==> config.mk <==
export PLATFORM = sky130hd
export DESIGN_NAME = ddr_lane_delay_ctrl
export DESIGN_NICKNAME = d
export VERILOG_FILES = /design/src/rtl/ddr_lane_delay_ctrl.sv
export SDC_FILE = /design/constraint.sdc
export NUM_CORES = 1
export LEC_CHECK = 0
export CAP_MARGIN = 20
export CORE_AREA = 10 10 79 88
export CTS_CLUSTER_SIZE = 8
export DETAILED_ROUTE_END_ITERATION = 8
export DIE_AREA = 0 0 89 98
export HOLD_SLACK_MARGIN = 0.03
export PLACE_DENSITY_LB_ADDON = 0.05
export SLEW_MARGIN = 5
export SYNTH_ARGS = -nofsm -noshare
export SYNTH_HDL_FRONTEND = slang
export SYNTH_SLANG_ARGS = --single-unit
==> constraint.sdc <==
create_clock -name FAB_CLK -period 2.27 [get_ports FAB_CLK]
set_input_delay 0.454 -clock FAB_CLK [delete_from_list [all_inputs] [get_ports FAB_CLK]]
set_output_delay 0.454 -clock FAB_CLK [all_outputs]
set_load 0.02 [all_outputs]
==> src/rtl/ddr_lane_delay_ctrl.sv <==
// Delay-line sequencer for one DDR3 lane: spaced LOAD/MOVE pulse train with out-of-range abort.
// Define DDR_LANE_DELAY_CTRL_PAUSE_EN to bracket each operation with HS_IO_CLK_PAUSE.
module ddr_lane_delay_ctrl #(
    parameter int unsigned MOVE_GAP    = 4,
    parameter int unsigned PAUSE_SETUP = 2,
    parameter int unsigned PAUSE_HOLD  = 2
) (
    input  logic       FAB_CLK,
    input  logic       RESET,
    input  logic       REQ_VALID,
    output logic       REQ_READY,
    input  logic       REQ_OP,
    input  logic       REQ_SEL,
    input  logic       REQ_DIR,
    input  logic [7:0] REQ_TAPS,
    output logic       DELAY_LINE_SEL,
    output logic       DELAY_LINE_LOAD,
    output logic       DELAY_LINE_DIRECTION,
    output logic       DELAY_LINE_MOVE,
    output logic       HS_IO_CLK_PAUSE,
    input  logic       RX_DELAY_LINE_OUT_OF_RANGE,
    input  logic       TX_DELAY_LINE_OUT_OF_RANGE,
    output logic       DONE,
    output logic       ERR,
    output logic [7:0] MOVE_COUNT
);

    localparam int unsigned CMAX_A = (MOVE_GAP > PAUSE_SETUP) ? MOVE_GAP : PAUSE_SETUP;
    localparam int unsigned CMAX   = (CMAX_A > PAUSE_HOLD) ? CMAX_A : PAUSE_HOLD;
    localparam int          CW     = $clog2(CMAX + 1);

    typedef enum logic [2:0] {
        IDLE       = 3'd0,
`ifdef DDR_LANE_DELAY_CTRL_PAUSE_EN
        PAUSE_PRE  = 3'd1,
        PAUSE_POST = 3'd4,
`endif
        APPLY      = 3'd2,
        GAP        = 3'd3,
        FINISH     = 3'd5
    } state_t;

    // Where the sequence goes once pulses are over (normal end or abort).
`ifdef DDR_LANE_DELAY_CTRL_PAUSE_EN
    localparam state_t END_ST = PAUSE_POST;
`else
    localparam state_t END_ST = FINISH;
`endif

    state_t        state_q, state_d;
    logic [CW-1:0] cnt_q, cnt_d;
    logic [7:0]    taps_q, taps_d;
    logic [7:0]    mcount_q, mcount_d;
    logic          op_q, op_d;
    logic          sel_q, sel_d;
    logic          dir_q, dir_d;
    logic          abort_q, abort_d;
    logic          err_q, err_d;
    logic          load_q, move_q, done_q;
    logic          accept;
    logic          flag;

    assign REQ_READY = (state_q == IDLE) && !RESET;
    assign accept    = REQ_VALID && REQ_READY;
    assign flag      = sel_q ? TX_DELAY_LINE_OUT_OF_RANGE : RX_DELAY_LINE_OUT_OF_RANGE;

    always_comb begin
        state_d = state_q;
        cnt_d   = cnt_q;
        taps_d  = taps_q;
        op_d    = op_q;
        sel_d   = sel_q;
        dir_d   = dir_q;
        abort_d = abort_q;
        case (state_q)
            IDLE: begin
                if (accept) begin
                    op_d    = REQ_OP;
                    sel_d   = REQ_SEL;
                    dir_d   = REQ_DIR;
                    taps_d  = REQ_TAPS;
                    abort_d = 1'b0;
                    if (!REQ_OP && (REQ_TAPS == 8'd0)) begin
                        state_d = FINISH;
                    end else begin
`ifdef DDR_LANE_DELAY_CTRL_PAUSE_EN
                        state_d = PAUSE_PRE;
                        cnt_d   = CW'(PAUSE_SETUP - 1);
`else
                        state_d = APPLY;
`endif
                    end
                end
            end
`ifdef DDR_LANE_DELAY_CTRL_PAUSE_EN
            PAUSE_PRE: begin
                if (cnt_q == '0) state_d = APPLY;
                else             cnt_d   = cnt_q - 1'b1;
            end
            PAUSE_POST: begin
                if (cnt_q == '0) state_d = FINISH;
                else             cnt_d   = cnt_q - 1'b1;
            end
`endif
            APPLY: begin
                state_d = GAP;
                cnt_d   = CW'(MOVE_GAP - 2);
                if (!op_q) taps_d = taps_q - 8'd1;
            end
            GAP: begin
                // Flags are meaningless while a load settles, so only moves can abort.
                if (!op_q && flag) begin
                    abort_d = 1'b1;
                    state_d = END_ST;
                    cnt_d   = CW'(PAUSE_HOLD - 1);
                end else if (cnt_q == '0) begin
                    if (!op_q && (taps_q != 8'd0)) begin
                        state_d = APPLY;
                    end else begin
                        state_d = END_ST;
                        cnt_d   = CW'(PAUSE_HOLD - 1);
                    end
                end else begin
                    cnt_d = cnt_q - 1'b1;
                end
            end
            FINISH:  state_d = IDLE;
            default: state_d = IDLE;
        endcase
    end

    // Output side effects follow the state being entered so every output is a flop.
    always_comb begin
        mcount_d = accept ? 8'd0 : mcount_q;
        err_d    = accept ? 1'b0 : err_q;
        if ((state_d == APPLY) && !op_d) mcount_d = mcount_d + 8'd1;
        if (state_d == FINISH)           err_d    = abort_d;
    end

    always_ff @(posedge FAB_CLK or posedge RESET) begin
        if (RESET) begin
            state_q  <= IDLE;
            cnt_q    <= '0;
            taps_q   <= 8'd0;
            mcount_q <= 8'd0;
            op_q     <= 1'b0;
            sel_q    <= 1'b0;
            dir_q    <= 1'b0;
            abort_q  <= 1'b0;
            err_q    <= 1'b0;
            load_q   <= 1'b0;
            move_q   <= 1'b0;
            done_q   <= 1'b0;
        end else begin
            state_q  <= state_d;
            cnt_q    <= cnt_d;
            taps_q   <= taps_d;
            mcount_q <= mcount_d;
            op_q     <= op_d;
            sel_q    <= sel_d;
            dir_q    <= dir_d;
            abort_q  <= abort_d;
            err_q    <= err_d;
            load_q   <= (state_d == APPLY) && op_d;
            move_q   <= (state_d == APPLY) && !op_d;
            done_q   <= (state_d == FINISH);
        end
    end

`ifdef DDR_LANE_DELAY_CTRL_PAUSE_EN
    logic pause_q;

    always_ff @(posedge FAB_CLK or posedge RESET) begin
        if (RESET) pause_q <= 1'b0;
        else       pause_q <= (state_d != IDLE) && (state_d != FINISH);
    end

    assign HS_IO_CLK_PAUSE = pause_q;
`else
    assign HS_IO_CLK_PAUSE = 1'b0;
`endif

    assign DELAY_LINE_SEL       = sel_q;
    assign DELAY_LINE_DIRECTION = dir_q;
    assign DELAY_LINE_LOAD      = load_q;
    assign DELAY_LINE_MOVE      = move_q;
    assign DONE                 = done_q;
    assign ERR                  = err_q;
    assign MOVE_COUNT           = mcount_q;

endmodule

# Word level (Yosys, flattened, before mapping)
# Index checks and enable logic that the tools add are counted.
# word_totals
out_inout_bits	16
inputBits	16
reg_bits	30
# op_classes
n_reduce_logical	21
add_sub_neg	3
muxes	23
eq_ne	7
# op_table
operator	count
$mux W8	4
$mux W3	8
$pmux W8 S2	1
$eq A3 B2 Y1 const B	3
$pmux W3 S3	1
$add A8 B1 Y8 const B	1
$logic_not A8 Y1	1
$reduce_bool A8 Y1	1
$sub A8 B1 Y8 const B	1
$logic_and A1 B1 Y1	7
$mux W1	7
$logic_not A3 Y1	2
$pmux W3 S2	1
$reduce_bool A2 Y1	3
$logic_not A1 Y1	4
$ne A2 B2 Y1 const B	2
$ne A4 B4 Y1 const B	1
$reduce_and A2 Y1	2
$eq A3 B3 Y1 const B	1
$reduce_and A3 Y1	1
$sub A3 B1 Y3 const B	1
$pmux W1 S2	1

# Depth between registers and ports, before layout
# Gate-level depths: netlist (run 1).
# logic_depth
ltp_word	9
ltp_mapped	10
mapped_depth_nobuf	8

# Worst setup path after synthesis (run 1)
# OpenSTA, ideal clock, no wires.
# synth_path
path_kind	register -> register
start	reg state_q[0]
end	reg mcount_q[1], in the netlist MOVE_COUNT[1]
synth_period_minus_slack_ns	2.027
path_stages_with_launch	8
path_slack_ns	0.243
required_time_ns	2.145
arrival_ns	1.902
path_cell_list	dfrtp_1 > buf_6 > nor4_4 > nand2_2 > buf_6 > and2_1 > ha_1 > mux2_4
# synth_via
elab_chain_len	8
elab_cells_between_ends	17
cone_classes	add/sub (1); eq/ne (3); mux (8); reduce/logical (5)
# synth_rtl
element	line_no	text
start: declaration	50	state_t state_q, state_d;
start signal: assignment	155	state_q <= state_d;
$logic_not A3 Y1 *	63	assign REQ_READY = (state_q == IDLE) && !RESET;
$logic_and A1 B1 Y1 *	63	
net REQ_READY	11	output logic REQ_READY,
$logic_and A1 B1 Y1 *	64	assign accept = REQ_VALID && REQ_READY;
parallel branches: the longest is 4 deep, another holds $add A8 B1 Y8	n/a	
$mux W8 *	136	if ((state_d == APPLY) && !op_d) mcount_d = mcount_d + 8'd1;
net mcount_d[1]	53	logic [7:0] mcount_q, mcount_d;
end signal: assignment	158	mcount_q <= mcount_d;
end: declaration	53	
# Mark *: on every way through the listed nets, which the timed path passes.
# A chain may end at the register's enable or synchronous reset.

# Worst setup path after layout (run 1)
# layout_path
start	in REQ_TAPS[3]
end	reg mcount_q[1], in the netlist MOVE_COUNT[1]
# layout_via
elab_chain_len	8
# layout_rtl
element	line_no	text
start: declaration	15	input logic [7:0] REQ_TAPS,
$logic_not A8 Y1	83	if (!REQ_OP && (REQ_TAPS == 8'd0)) begin
$logic_and A1 B1 Y1	83	
$mux W3	83	
$mux W3	77	if (accept) begin
$pmux W3 S3	75	case (state_q)
$eq A3 B2 Y1	136	
$logic_and A1 B1 Y1	136	
$mux W8	136	
net mcount_d[1]	53	
# The timed path passes the listed nets, and every way through them passes these cells.

==> key figures, run 1 <==
Global routing
  • Total congestion overflow: 0
  • Met3 Usage GRT: 4.32%
  • Vias in the first global route: approximately 1.5k
  • M2 GR Usage: between 15 and 20%
  • Largest net degree at the start of global routing: 20
  • Gr busiest metal: met2
  • First-pass GRT wire length: 7640 um
  • Met1 GRT Util: about an eighth
  • Global Route Usage Sum: roughly 11%
  • Initial antenna violation count: 0

STA
  • Fmax: 486 MHz
  • Slew Viols, Final: 0
  • Final worst-path setup slack: about 210 ps
  • Post-layout min period: just over 2000 ps
  • Worst clock skew: roughly 10 ps
  • Final setup fails: 0
  • Period utilisation layout: 90.6%
  • Final Hold Fails: 0
  • Setup TNS: 0 ps
  • RSZ-0062 raised after global routing: no

Die
  • Row count: 28
  • Initial core utilization: between 30% and 40%
  • Die height: slightly below 100 um
  • Die area: slightly below 9000 um^2
  • Chip width: roughly 89 um
  • Core area: ~5200 um^2
  • IO Count: 32

Status
  • Status: completed

Critical path
  • Crit path DAT: ~2200 ps
  • Startpoint types: input port
  • Crit path kind: in2reg
  • CP Capture Type: flip-flop
  • Crit path required time: about 2400 ps
  • CP max FO: 2

Route
  • Vias: ~1.5k
  • Drt pass-1 iters: 4
  • Initial drt markers: 42
  • Routed WL: approximately 4500 um
  • # DRC: 0
  • Drt via density: 5.21
  • Routed Antenna Nets: 0
  • WL/cell: 15.9 um

Placed design
  • GP Congestion: about 0.85
  • Placed insts: 275
  • Buffers on Ports: 30
  • Final HPWL DP: between 3000 and 4000 um
  • Pre-CTS WS: -99.5 ps

Yosys
  • Post-synthesis sequential element count: 30
  • Synth Cell Area: between 1500 and 2000 um^2
  • Syn nets: approximately 200
  • Synth Instances: approximately 180
  • Sequential-to-total area share from yosys stat: between 40% and 50%
  • Yosys warning count: 0
  • Syn_area_per_cell: roughly 9.6 um^2
  • Adder-Cell Fraction of Synth Area: under 10%
  • EDFF count, synth: 0
  • Post-synthesis mux area share: 2.11%
  • XOR/XNOR Fraction of Synth Area: roughly 1.5%
  • Post-synthesis compound-gate area fraction: between 10% and 20%
  • Combinational family with the most area after synthesis: simple AND/OR/NAND/NOR gates
  • Netlist cell types: 52
  • Async S/R FF share, synth: 100%
  • Dominant register cell in the synthesized netlist: dfrtp_1
  • Post-synthesis simple-gate area fraction: about a quarter

Layout
  • Cell Count, Final, Fillers Out: roughly 280
  • Area grow syn2layout: 31.2%
  • Most frequent cells in the layout: dfrtp_1, clkdlybuf4s50_1, nand2_1
  • Fillcell total: 537
  • Nets@finish: about 240
  • Share of cells above drive strength 1: 17.6%
  • Commonest non-fill, non-tap cell in the layout: dfrtp_1
  • Reg area: around 750 um^2
  • Ant diodes: 0
  • Final core occ: between 40% and 50%
  • Area of the multi-input gates: roughly 880 um^2

CTS
  • CTS clk-pin slew, worst paths: roughly 70 ps
  • Clock Path Buffers: 2
  • CTS root buf: clkbuf_8
  • CTS tree: built
  • Clock sink count: 30
  • TritonCTS buffer count: 5
  • Hold Buf Count CTS: 0
  • # H-tree levels: 2
  • Clk_lat worst skew: roughly 280 ps

Pwr
  • P_leak: between 0.9 and 1 nW
  • Overall Power: 2.84 mW
  • Maximum vdd drop: between 0.0005 and 0.0006 V
  • Pwr Density: between 1000 and 1500 nW/um^2

Run
  • Max-cap violation count: 0

Hold path
  • Min-delay worst type: reg2reg
[state kept, by name (all words and copies together) (netlist names)]
register,count
DELAY_LINE_LOAD,1
MOVE_COUNT,8
DELAY_LINE_SEL,1
DONE,1
ERR,1
op_q,1
state_q,3
DELAY_LINE_MOVE,1
abort_q,1
taps_q,8
DELAY_LINE_DIRECTION,1
cnt_q,3
[power by group]
| part | switching (mW) | internal [mW] |
|---|---|---|
| clock | 0.188 | 0.351 |
| combinational | 0.729 | 0.628 |
| sequential | 0.222 | 0.723 |
| total | 1.14 | 1.70 |
[cell usage after synthesis (all sizes together), types with 3 or more instances]
| cell | number | area share [%] |
|---|---|---|
| nor3 | 5 | 2.4 |
| o2bb2ai | 5 | 2.5 |
| inv | 9 | 2.0 |
| dfrtp | 30 | 44 |
| a22oi | 3 | 1.3 |
| a31oi | 3 | 1.1 |
| and2 | 3 | 1.1 |
| nor2 | 12 | 2.6 |
| nand2 | 24 | 5.5 |
| nor2b | 3 | 1.1 |
| a21oi | 9 | 2.8 |
| or3 | 4 | 1.5 |
| o21a | 3 | 1.3 |
| o21ai | 14 | 4.3 |
| nand4 | 6 | 3.4 |
| nand3 | 5 | 1.5 |
| buf | 6 | 2.8 |
| ha | 3 | 2.2 |
[path summary, 6_finish.rpt]
check                           slack [ps]            startpoint  cells past startpoint                    to
worst max-delay path                   210           REQ_TAPS[3]                      6         MOVE_COUNT[1]
worst min-delay path                   490  DELAY_LINE_DIRECTION                      2  DELAY_LINE_DIRECTION
worst max register to register         230             taps_q[0]                      7         MOVE_COUNT[7]
worst min register to register         490  DELAY_LINE_DIRECTION                      2  DELAY_LINE_DIRECTION
max in group asynchronous             1210                 RESET                      3             taps_q[5]
min in group asynchronous              560                 RESET                      2       DELAY_LINE_LOAD
[cell families after synthesis]
logic type / count (synthesis)
muxes: 3
and+or+nand+nor: 73
buffers and inverters: 17
AOI/OAI and AO/OA: 49
adders and majority gates: 3
DFF: 30
xor gates and xnor gates: 3
other: 1
[per-stage QoR]
stage          hold WS, ps  instance area, um^2
2_1_floorplan          465                 1720
3_3_place_gp           463                 2150
3_5_place_dp           482                 2150
4_1_cts                500                 2260
5_1_grt                528                 2260
6_report               488                 2260
[metal layers]
layer,up-vias,part of all wire (%)
met5,-,0
met4,0,1.2
met3,6,5.6
li1,724,-
met1,709,45
met2,30,48
[area by class of cell]
cell class                 instances  share of cell area, %
clock inverter                     1                   1.33
sequential                        30                   33.2
tap                               60                   3.32
inverter                           9                   1.50
clock buffer                       6                   3.66
multi-input combinational        132                   39.1
timing repair buffer              44                   17.9
[worst max-delay path: stages]
cell and delay [ps]:
clkdlybuf4s50_1 420, or4_4 550, nor4_4 280, nand2_2 120, nand4_4 110, mux2_4 300
[what timing repair did]
action | CTS | global route
gates resized for setup | 1 | 0
buffers inserted | 0 | 0
setup endpoints to repair | 1 | 0
Note: power is estimated with default switching activity, not from simulation.
==> run 2, diff against run 1 <==
SLEW_MARGIN = default   (was 5)
clock period = 1.9 ns   (was 2.27 ns; I/O delays follow)
==> run 2 against run 1 <==
  * The run now ends with setup timing left
  * Sequential power grew 19%
  * Global-route usage grew 0.87 points
  * Die area is the same
  * Clock skew shrank 6.6 ps
  * Wire length grew 6.5%
  * Non-clock buffer count grew 24
  * Register-to-register slack lost 240 ps
  * Clock power shrank 3.9%
  * Largest power group unchanged
  * Clock-buffer cell count grew 1
  * Total power grew 31%
  * Via count grew 5.2%
==> key figures, run 2 (synthesis gave the netlist of run 1 again) <==
Status
  • Status: complete, but fails checks
  • Failing checks: setup timing

Critical path
  • Crit path kind: reg2reg
  • CP Capture Type: flip-flop
  • CP Capture Point: MOVE_COUNT[1]
  • Startpoint types: flip-flop
  • Reg-to-reg endpoint: MOVE_COUNT[1]
  • Worst r2r src: taps_q[1]
  • Worst reg2reg setup slack: -10 ps (-240 ps)
  • Worst Setup SP: taps_q[1]
  • Crit path required time: 2060 ps (-380 ps)
  • Crit path DAT: 2080 ps (-150 ps)
  • CP max FO: 3 (+1)
  • Reg2Reg Depth: 8 (+1)

Hold path
  • Min-delay worst type: in2async

Route
  • Routed Antenna Nets: 0 (unchanged)
  • Vias: 1545 (+5.2%)
  • Routed WL: 4770 um (+6.5%)
  • Drt pass-1 iters: 5 (+1)
  • Initial drt markers: 35 (-17%)
  • Drt via density: 5.03 (-3.4%)
  • # DRC: 0 (unchanged)
  • WL/cell: 15.5 um (-2.2%)

STA
  • Period utilisation layout: 101%
  • Slew Viols, Final: 0 (unchanged)
  • Final setup fails: 1 (+1)
  • Worst clock skew: 3.83 ps (-6.63 ps)
  • Post-layout min period: 1910 ps
  • Final Hold Fails: 0 (unchanged)
  • Fmax: 522 MHz
  • Final worst-path setup slack: -14.1 ps (-226 ps)
  • RSZ-0062 raised after global routing: yes
  • Setup TNS: -14.1 ps (-14.1 ps)

Global routing
  • First-pass GRT wire length: 8390 um (+9.8%)
  • Vias in the first global route: 1721 (+11%)
  • Largest net degree at the start of global routing: 21 (+5.0%)
  • Global Route Usage Sum: 11.9% (+0.87 points)
  • Total congestion overflow: 0 (unchanged)
  • Initial antenna violation count: 0 (unchanged)

CTS
  • # H-tree levels: 2 (unchanged)
  • CTS tree: built
  • Clock Path Buffers: 2 (unchanged)
  • CTS clk-pin slew, worst paths: 60 ps (about the same)
  • Clk_lat worst skew: 280 ps (about the same)
  • Clock sink count: 30 (unchanged)
  • Hold Buf Count CTS: 0 (unchanged)
  • TritonCTS buffer count: 5 (unchanged)
  • CTS root buf: clkbuf_8

Pwr
  • P_leak: 1.10 nW (+13%)
  • Overall Power: 3.73 mW (+31%)
  • Maximum vdd drop: 0.000609 V (+14%)
  • Pwr Density: 1490 nW/um^2 (+19%)

Die
  • Core area: 5220 um^2 (unchanged)
  • Row count: 28 (unchanged)
  • Die area: 8720 um^2 (unchanged)
  • Die height: 98 um (unchanged)
  • IO Count: 32 (unchanged)
  • Chip width: 89 um (unchanged)
  • Initial core utilization: 33.0% (unchanged)

Placed design
  • GP Congestion: 0.877 (+3.0%)
  • Post-place instance area: 2320 um^2 (+8.0%)
  • Pre-CTS WS: -410 ps (-310 ps)
  • Placed insts: 294 (+6.9%)
  • Final HPWL DP: 3800 um (+6.0%)
  • Buffers on Ports: 30 (unchanged)

Layout
  • Nets@finish: 265 (+10%)
  • Most frequent cells in the layout: buf_4, dfrtp_1, clkdlybuf4s50_1
  • Fillcell total: 498 (-7.3%)
  • Cell Count, Final, Fillers Out: 307 (+8.9%)
  • Ant diodes: 0 (unchanged)
  • Share of cells above drive strength 1: 29.1% (+12 points)
  • Area grow syn2layout: 45.1%
  • Commonest non-fill, non-tap cell in the layout: buf_4
  • Fin area: 2500 um^2 (+11%)

Run
  • Max-cap violation count: 0 (unchanged)
-- run 2: cell types whose count changed in the layout (fill, tap and decap cells not counted), sizes merged --
cell           delta
clkinv            +1
buf              +24
clkbuf            +1
bufinv            -1
clkdlybuf4s15     +1
clkdlybuf4s50     -3
dlygate4sd2       +2
-- run 2: per-layer routing --
layer / global-route usage [%] / vias to the layer above / part of all wire, %
met1: 14.4 / 729 / 44
met2: 19.1 / 30 / 49
met5: 0 / - / 0
met4: 4.41 / 0 / 2.1
li1: - / 777 / -
met3: 3.91 / 9 / 5.6
-- run 2: report_power, final --
group / total [mW] / internal, mW / switching (mW)
Clock: 0.518 / 0.292 / 0.227
Combinational: 2.10 / 1.07 / 1.03
Sequential: 1.12 / 0.864 / 0.252
-- run 2: cell type report --
type                            instances  area [um^2]  area share, %
Clock buffer                            7         86.3           3.46
Clock inverter                          1         5.00          0.200
Sequential cell                        30          751           30.0
Inverter                                9         33.8           1.35
Tap cell                               60         75.1           3.00
Timing Repair Buffer                   68          599           24.0
Multi-Input combinational cell        132          948           38.0
-- run 2: worst min-delay path by stage --
stage	from	end	slack, ps	cells after the start
floorplan	abort_q	abort_q	460	1
detailed placement	DELAY_LINE_DIRECTION	DELAY_LINE_DIRECTION	480	2
global route	RESET	DELAY_LINE_LOAD	340	3
finish	RESET	DELAY_LINE_LOAD	320	3
global placement	DELAY_LINE_DIRECTION	DELAY_LINE_DIRECTION	460	2
CTS	RESET	DELAY_LINE_LOAD	330	3
-- run 2: what timing repair did --
item                                    in CTS  in global routing
endpoints found under the setup margin      10                 10
pin swaps                                   14                  7
gates resized for setup                     10                  9
setup buffers                                4                  2
endpoints found under the hold margin        0                  0
-- run 2: worst max-delay path, cell delays in order, from the launching register on --
cell and delay (ps):
dfrtp_1 360, inv_2 60, ha_4 150, nor4b_4 130
buf_4 140, a211oi_4 310, a21o_1 230, nand4_4 100
mux2_4 310
-- run 2: per-stage QoR --
| step | hold slack [ps] | util (%) |
|---|---|---|
| 2_1_floorplan | 465 | - |
| 3_3_place_gp | 459 | 44.4 |
| 3_5_place_dp | 481 | 44.4 |
| 4_1_cts | 326 | 47.0 |
| 5_1_grt | 338 | 47.9 |
| 6_report | 322 | 47.9 |
